`config.mk`:
```
export PLATFORM = sky130hd
export DESIGN_NAME = gb_bootbus_ctrl
export DESIGN_NICKNAME = d
export VERILOG_FILES = /design/src/rtl/gb_bootbus_ctrl.sv
export SDC_FILE = /design/constraint.sdc
export NUM_CORES = 1
export LEC_CHECK = 0
export BUFFER_PORTS_ARGS = -buffer_cell sky130_fd_sc_hd__buf_2
export CAP_MARGIN = 20
export CORE_MARGIN = 4
export CORE_UTILIZATION = 30
export CTS_BUF_LIST = sky130_fd_sc_hd__clkbuf_16
export CTS_CLUSTER_SIZE = 10
export DETAILED_ROUTE_END_ITERATION = 8
export RECOVER_POWER = 100
export SYNTH_ARGS = -nofsm -noshare
export SYNTH_HDL_FRONTEND = slang
export SYNTH_SLANG_ARGS = --single-unit
```
`constraint.sdc`:
```
create_clock -name clk -period 5.5 [get_ports clk]
set_clock_uncertainty 0.1 [all_clocks]
set_input_delay 1.375 -clock clk [delete_from_list [all_inputs] [get_ports clk]]
set_output_delay 1.375 -clock clk [all_outputs]
set_load 0.005 [all_outputs]
```
`src/rtl/gb_bootbus_ctrl.sv`:
```
// gb_bootbus_ctrl
// Bus sequencer between the CPU / OAM-DMA requesters and the boot ROM plus
// cartridge bus. It arbitrates in IDLE, decodes the granted access to the
// boot ROM, the hide register or the external bus, and runs a fixed
// SETUP -> STROBE -> [WAIT] -> DONE sequence. It returns read data with a
// one-cycle ack.
//
// Ports
//   clk, reset            system clock, async active-high reset
//   cpu_req/we/adr/dout   CPU request (level, held until cpu_ack)
//   cpu_din, cpu_ack      CPU read data and completion pulse
//   dma_req/adr           DMA read request (level, held until dma_ack)
//   dma_din, dma_ack      DMA read data and completion pulse
//   rom_adr, rom_read     boot ROM address and edge-sensitive read strobe
//   rom_write_reg         hide-register write pulse
//   rom_dout, rom_hide    boot ROM data, 1 = boot ROM unmapped
//   ext_adr/dout/rd/wr    cartridge address, write data, strobes
//   ext_din               cartridge read data
//
// state  | meaning
// IDLE   | waiting for a request; arbitration and decode happen here
// SETUP  | address/data outputs settled, no strobe
// STROBE | first strobe cycle (rom_read, rom_write_reg, ext_rd or ext_wr)
// WAIT   | extra external strobe cycles, wait_cnt counts down to 0
// DONE   | strobes low, ack to the granted requester for one cycle
module gb_bootbus_ctrl #(
    parameter int          EXT_WAIT = 1,
    parameter logic [15:0] HIDE_ADR = 16'hFF50
) (
    input  logic        clk,
    input  logic        reset,
    input  logic        cpu_req,
    input  logic        cpu_we,
    input  logic [15:0] cpu_adr,
    input  logic [7:0]  cpu_dout,
    output logic [7:0]  cpu_din,
    output logic        cpu_ack,
    input  logic        dma_req,
    input  logic [15:0] dma_adr,
    output logic [7:0]  dma_din,
    output logic        dma_ack,
    output logic [7:0]  rom_adr,
    output logic        rom_read,
    output logic        rom_write_reg,
    input  logic [7:0]  rom_dout,
    input  logic        rom_hide,
    output logic [15:0] ext_adr,
    output logic [7:0]  ext_dout,
    output logic        ext_rd,
    output logic        ext_wr,
    input  logic [7:0]  ext_din
);

    typedef enum logic [2:0] {
        ST_IDLE,
        ST_SETUP,
        ST_STROBE,
        ST_WAIT,
        ST_DONE
    } state_t;

    typedef enum logic [1:0] {
        K_ROM,
        K_REG,
        K_EXT
    } kind_t;

    localparam bit         HAS_WAIT  = (EXT_WAIT != 0);
    localparam logic [2:0] WAIT_LOAD = HAS_WAIT ? 3'(EXT_WAIT - 1) : 3'd0;

    state_t     state;
    kind_t      kind_q;
    logic       we_q;
    logic       owner_dma;
    logic       last_dma;
    logic [2:0] wait_cnt;

    logic        grant_dma;
    logic        grant_cpu;
    logic        sel_we;
    logic [15:0] sel_adr;
    kind_t       sel_kind;
    logic        last_strobe;
    logic [7:0]  rd_data;

    // Round-robin only matters when both request; last_dma resets to 1 so the
    // CPU wins the first contested grant.
    always_comb begin
        grant_dma = dma_req && (!cpu_req || !last_dma);
        grant_cpu = cpu_req && !grant_dma;
        sel_adr   = grant_dma ? dma_adr : cpu_adr;
        sel_we    = grant_dma ? 1'b0 : cpu_we;
        if (sel_adr == HIDE_ADR)
            sel_kind = K_REG;
        else if (!sel_we && (sel_adr[15:8] == 8'h00) && !rom_hide)
            sel_kind = K_ROM;
        else
            sel_kind = K_EXT;
    end

    // The edge that ends the last strobe cycle samples the read data.
    always_comb begin
        last_strobe = 1'b0;
        if (state == ST_STROBE)
            last_strobe = !((kind_q == K_EXT) && HAS_WAIT);
        else if (state == ST_WAIT)
            last_strobe = (wait_cnt == 3'd0);
        case (kind_q)
            K_ROM:   rd_data = rom_dout;
            K_EXT:   rd_data = ext_din;
            default: rd_data = 8'hFF;
        endcase
    end

    always_ff @(posedge clk or posedge reset) begin
        if (reset) begin
            state         <= ST_IDLE;
            kind_q        <= K_EXT;
            we_q          <= 1'b0;
            owner_dma     <= 1'b0;
            last_dma      <= 1'b1;
            wait_cnt      <= 3'd0;
            cpu_din       <= 8'hFF;
            cpu_ack       <= 1'b0;
            dma_din       <= 8'hFF;
            dma_ack       <= 1'b0;
            rom_adr       <= 8'h00;
            rom_read      <= 1'b0;
            rom_write_reg <= 1'b0;
            ext_adr       <= 16'h0000;
            ext_dout      <= 8'h00;
            ext_rd        <= 1'b0;
            ext_wr        <= 1'b0;
        end else begin
            case (state)
                ST_IDLE: begin
                    if (cpu_req || dma_req) begin
                        state     <= ST_SETUP;
                        last_dma  <= grant_dma;
                        owner_dma <= grant_dma;
                        kind_q    <= sel_kind;
                        we_q      <= sel_we;
                        rom_adr   <= sel_adr[7:0];
                        ext_adr   <= sel_adr;
                        if (grant_cpu && cpu_we)
                            ext_dout <= cpu_dout;
                    end
                end
                ST_SETUP: begin
                    state <= ST_STROBE;
                    case (kind_q)
                        K_ROM: rom_read <= 1'b1;
                        K_REG: rom_write_reg <= we_q;
                        default: begin
                            ext_rd <= !we_q;
                            ext_wr <= we_q;
                        end
                    endcase
                end
                ST_STROBE: begin
                    if ((kind_q == K_EXT) && HAS_WAIT) begin
                        state    <= ST_WAIT;
                        wait_cnt <= WAIT_LOAD;
                    end else begin
                        state <= ST_DONE;
                    end
                end
                ST_WAIT: begin
                    if (wait_cnt == 3'd0)
                        state <= ST_DONE;
                    else
                        wait_cnt <= wait_cnt - 3'd1;
                end
                ST_DONE: begin
                    state   <= ST_IDLE;
                    cpu_ack <= 1'b0;
                    dma_ack <= 1'b0;
                end
                default: state <= ST_IDLE;
            endcase

            if (last_strobe) begin
                rom_read      <= 1'b0;
                rom_write_reg <= 1'b0;
                ext_rd        <= 1'b0;
                ext_wr        <= 1'b0;
                cpu_ack       <= !owner_dma;
                dma_ack       <= owner_dma;
                // Writes return nothing, so the din registers keep their value.
                if (!we_q) begin
                    if (owner_dma)
                        dma_din <= rd_data;
                    else
                        cpu_din <= rd_data;
                end
            end
        end
    end

endmodule

```
==> results by group <==
Status
  – Outcome: complete, no violations

STA
  – # setup viols final: 0
  – RSZ-0062 raised after global routing: no
  – Hold Vio Cnt, Final: 0
  – Period minus WS final: 3507 ps
  – Max-slew violations: 0
  – Final worst setup slack: 1993 ps
  – Max frequency: 0.2852 GHz
  – Max transition margin: 0.1234
  – Fin Hold WS: 379.9 ps
  – Worst Max-Slew Pin Slew: 1315 ps
  – Final worst path period share: 0.6375
  – Setup tns final: 0 ps

Logic synthesis
  – Sequential-to-total area share from yosys stat: 0.5200
  – YS warnings: 0
  – Most common cell in the synthesized netlist: dfrtp_1
  – Post-synthesis cell type count: 40
  – Top_reg_cell synth: dfrtp_1
  – EDFF count, synth: 0
  – Top cells by area, synth: dfrtp_1 (35%), dfstp_2 (17%), mux2_2 (11%), mux2i_1 (6.8%), buf_4 (3.8%)
  – Syn nets: 310
  – Top cell type's share of synthesized area: 0.3502
  – Area leader, netlist: dfrtp_1
  – Asr flop ratio synth: 1.000
  – Post-synthesis cell count: 246
  – Top cells by count, synth: dfrtp_1 (39), mux2_2 (26), nor2_1 (24), mux2i_1 (19)
  – Synth Area per Inst: 11.33 um2
  – Synth Register Bits: 57
  – Mapped cell area: 0.002786 mm2

Global route
  – GR Overflow Total: 0
  – Gr usage total: 0.1296
  – First-pass GRT wire length: 11300 um
  – Largest net degree at the start of global routing: 38
  – Number of global-route vias before repair: 2284
  – Initial antenna violation count: 0

Place
  – Gpl congestion: 0.7770
  – Pre-CTS setup slack: 2517 ps
  – Placed cell areas: 0.003392 mm2
  – HPWL Detailed: 5207 um
  – PortBufs: 115

Clocking
  – Reg clk slew, reported paths: 50 ps
  – TritonCTS buffer count: 9
  – Post-CTS setup buffers: 0
  – Cts hold-fix bufs: 0
  – CTS tree: yes
  – Root Buffer: clkbuf_16
  – CTS Sinks: 57
  – Worst-case clock buffer depth: 2
  – Worst-skew pair later-pin latency: 310 ps
  – H-tree lvl count: 3
  – Resized cells post-CTS: 0

Finish
  – Area grow syn2layout: 31.48%
  – Antenna cell count: 0
  – Final core utilization: 0.4120
  – Largest Register: ext_adr
  – Layout cells sized above 1: 0.4083
  – Design area: 0.003664 mm2
  – NumNets Final: 419
  – Max FFs per register: 9

Routing
  – Routed via count: 2231
  – Via/cell ratio: 4.767
  – DR WL/cell: 14.77 um
  – Post-DRT Antenna Nets: 0
  – DR pass1 iterations: 4
  – # DRC: 0
  – 1st-iter DRT viols: 71
  – Drt total wl: 6911 um

Power and ir drop
  – Clock power share: 0.290
  – Sw power: 0.6833 mW
  – VDD IR max: 190.9 uV
  – Sequential share of power: 0.370
  – Pwr per Cell Area: 582.5 mW/mm2
  – Pint: 1.451 mW
  – P_leak: 1.696 nW
  – Switch share: 0.3202
  – Power share of the combinational group: 0.340

Critical path
  – Crit-path cells: clkbuf_1, a21boi_0, clkbuf_1, nand4b_1, mux2_2
  – Maximum net fanout on the critical path: 21
  – Most used cell along the critical path: clkbuf_1
  – Critical Path Start: dma_req
  – Reg2Reg Depth: 7
  – Slowest cell on crit path: clkbuf_1
  – Reg-to-Reg Start: wait_cnt[0]
  – Crit path kind: in2reg
  – Max incr delay on CP: 980 ps
  – WP data arrival: 3600 ps
  – Required time of the critical path: 5600 ps
  – Startpoint Class: input pin
  – Element type at the critical path end: register

Floorplanning
  – Initial Utilization: 0.3134
  – # IOs: 116
  – DIE WIDTH: 104.4 um
  – DIE HEIGHT: 104.4 um
  – DIE AREA: 0.01089 mm2
  – Core area: 0.008891 mm2
  – # rows: 34

Worst hold path
  – Hold/Removal Path Class: reg2reg
  – HP Start: wait_cnt[0]
  – Worst hold path depth: 2

Job
  – Max_cap viols: 0
final timing paths:
path / slack, ps / endpoint
min in group asynchronous: 1100 / ext_dout[2]
setup reg to reg: 2610 / dma_din[3]
hold reg to reg: 380 / wait_cnt[0]
max in group asynchronous: 3220 / cpu_din[7]
hold / removal: 380 / wait_cnt[0]
setup / recovery: 1990 / ext_dout[6]
routing by layer:
metal | global-route usage | vias up | wire (um)
li1 | - | 1084 | -
met1 | 0.1551 | 1076 | 2966
met2 | 0.2186 | 65 | 3465
met3 | 0.03973 | 6 | 400
met4 | 0.04748 | 0 | 78
met5 | 0 | - | 0
cell usage in the layout, fill, tap and decap left out, drive strengths merged:
cell type	netlist	final
nand4	6	6
o211ai	1	1
dfrtp	39	39
o31ai	2	2
a21boi	1	1
o21a	1	1
nand3	2	2
or4bb	2	2
o21ai	6	6
nor3	3	3
clkbuf	3	36
a211o	8	8
clkinvlp	0	1
dfstp	18	18
and3	1	1
mux2	26	26
nand4b	1	1
o311ai	1	1
nor3b	3	3
nand2	12	12
and2	8	8
clkinv	0	2
buf	17	91
nor2b	1	1
or3b	1	1
bufinv	0	3
o22ai	1	1
inv	8	9
mux2i	19	19
or4	2	2
or2	1	1
nor4	5	5
and2b	1	1
nor2	24	24
nand3b	1	1
ha	2	2
a21oi	18	18
a31oi	1	1
per-stage QoR:
step	power, mW	std cells
2_1_floorplan	1.300	246
3_3_place_gp	1.553	452
3_5_place_dp	1.572	452
4_1_cts	2.207	468
5_1_grt	2.298	468
6_report	2.134	468
final cells by class:
cell class / instances / area [um2]
Inverter: 8 / 30.03
Sequential cell: 57 / 1449
Multi-Input combinational cell: 161 / 1152
Clock inverter: 7 / 110.1
Fill cell: 863 / 5228
Tap cell: 108 / 135.1
Clock buffer: 9 / 225.2
Timing Repair Buffer: 118 / 561.8
power by group through the flow:
stage                     Clock [mW]  Combinational, mW  Sequential (mW)
after CTS                      0.635              0.773            0.799
after global routing           0.655              0.820            0.823
after global placement             0              0.755            0.798
after floorplan                    0              0.516            0.784
after detailed placement           0              0.772            0.801
final                          0.618              0.726            0.790
worst max-delay path: cells and delay by family:
kind	cells	cell delay (ps)
AOI/OAI and AO/OA	1	190
buffers and inverters	2	1120
muxes	1	400
and+or+nand+nor	1	510
logic make-up (layout without fill, tap and decap cells):
group,count (synthesis),count (layout),share of synthesized area
compound gates,40,40,0.08936
fa+ha+maj,2,2,0.008979
buf+inv,28,142,0.05792
flops,57,57,0.5200
mux,45,45,0.1733
simple gates,74,74,0.1504
(Power assumes the default switching activity.)
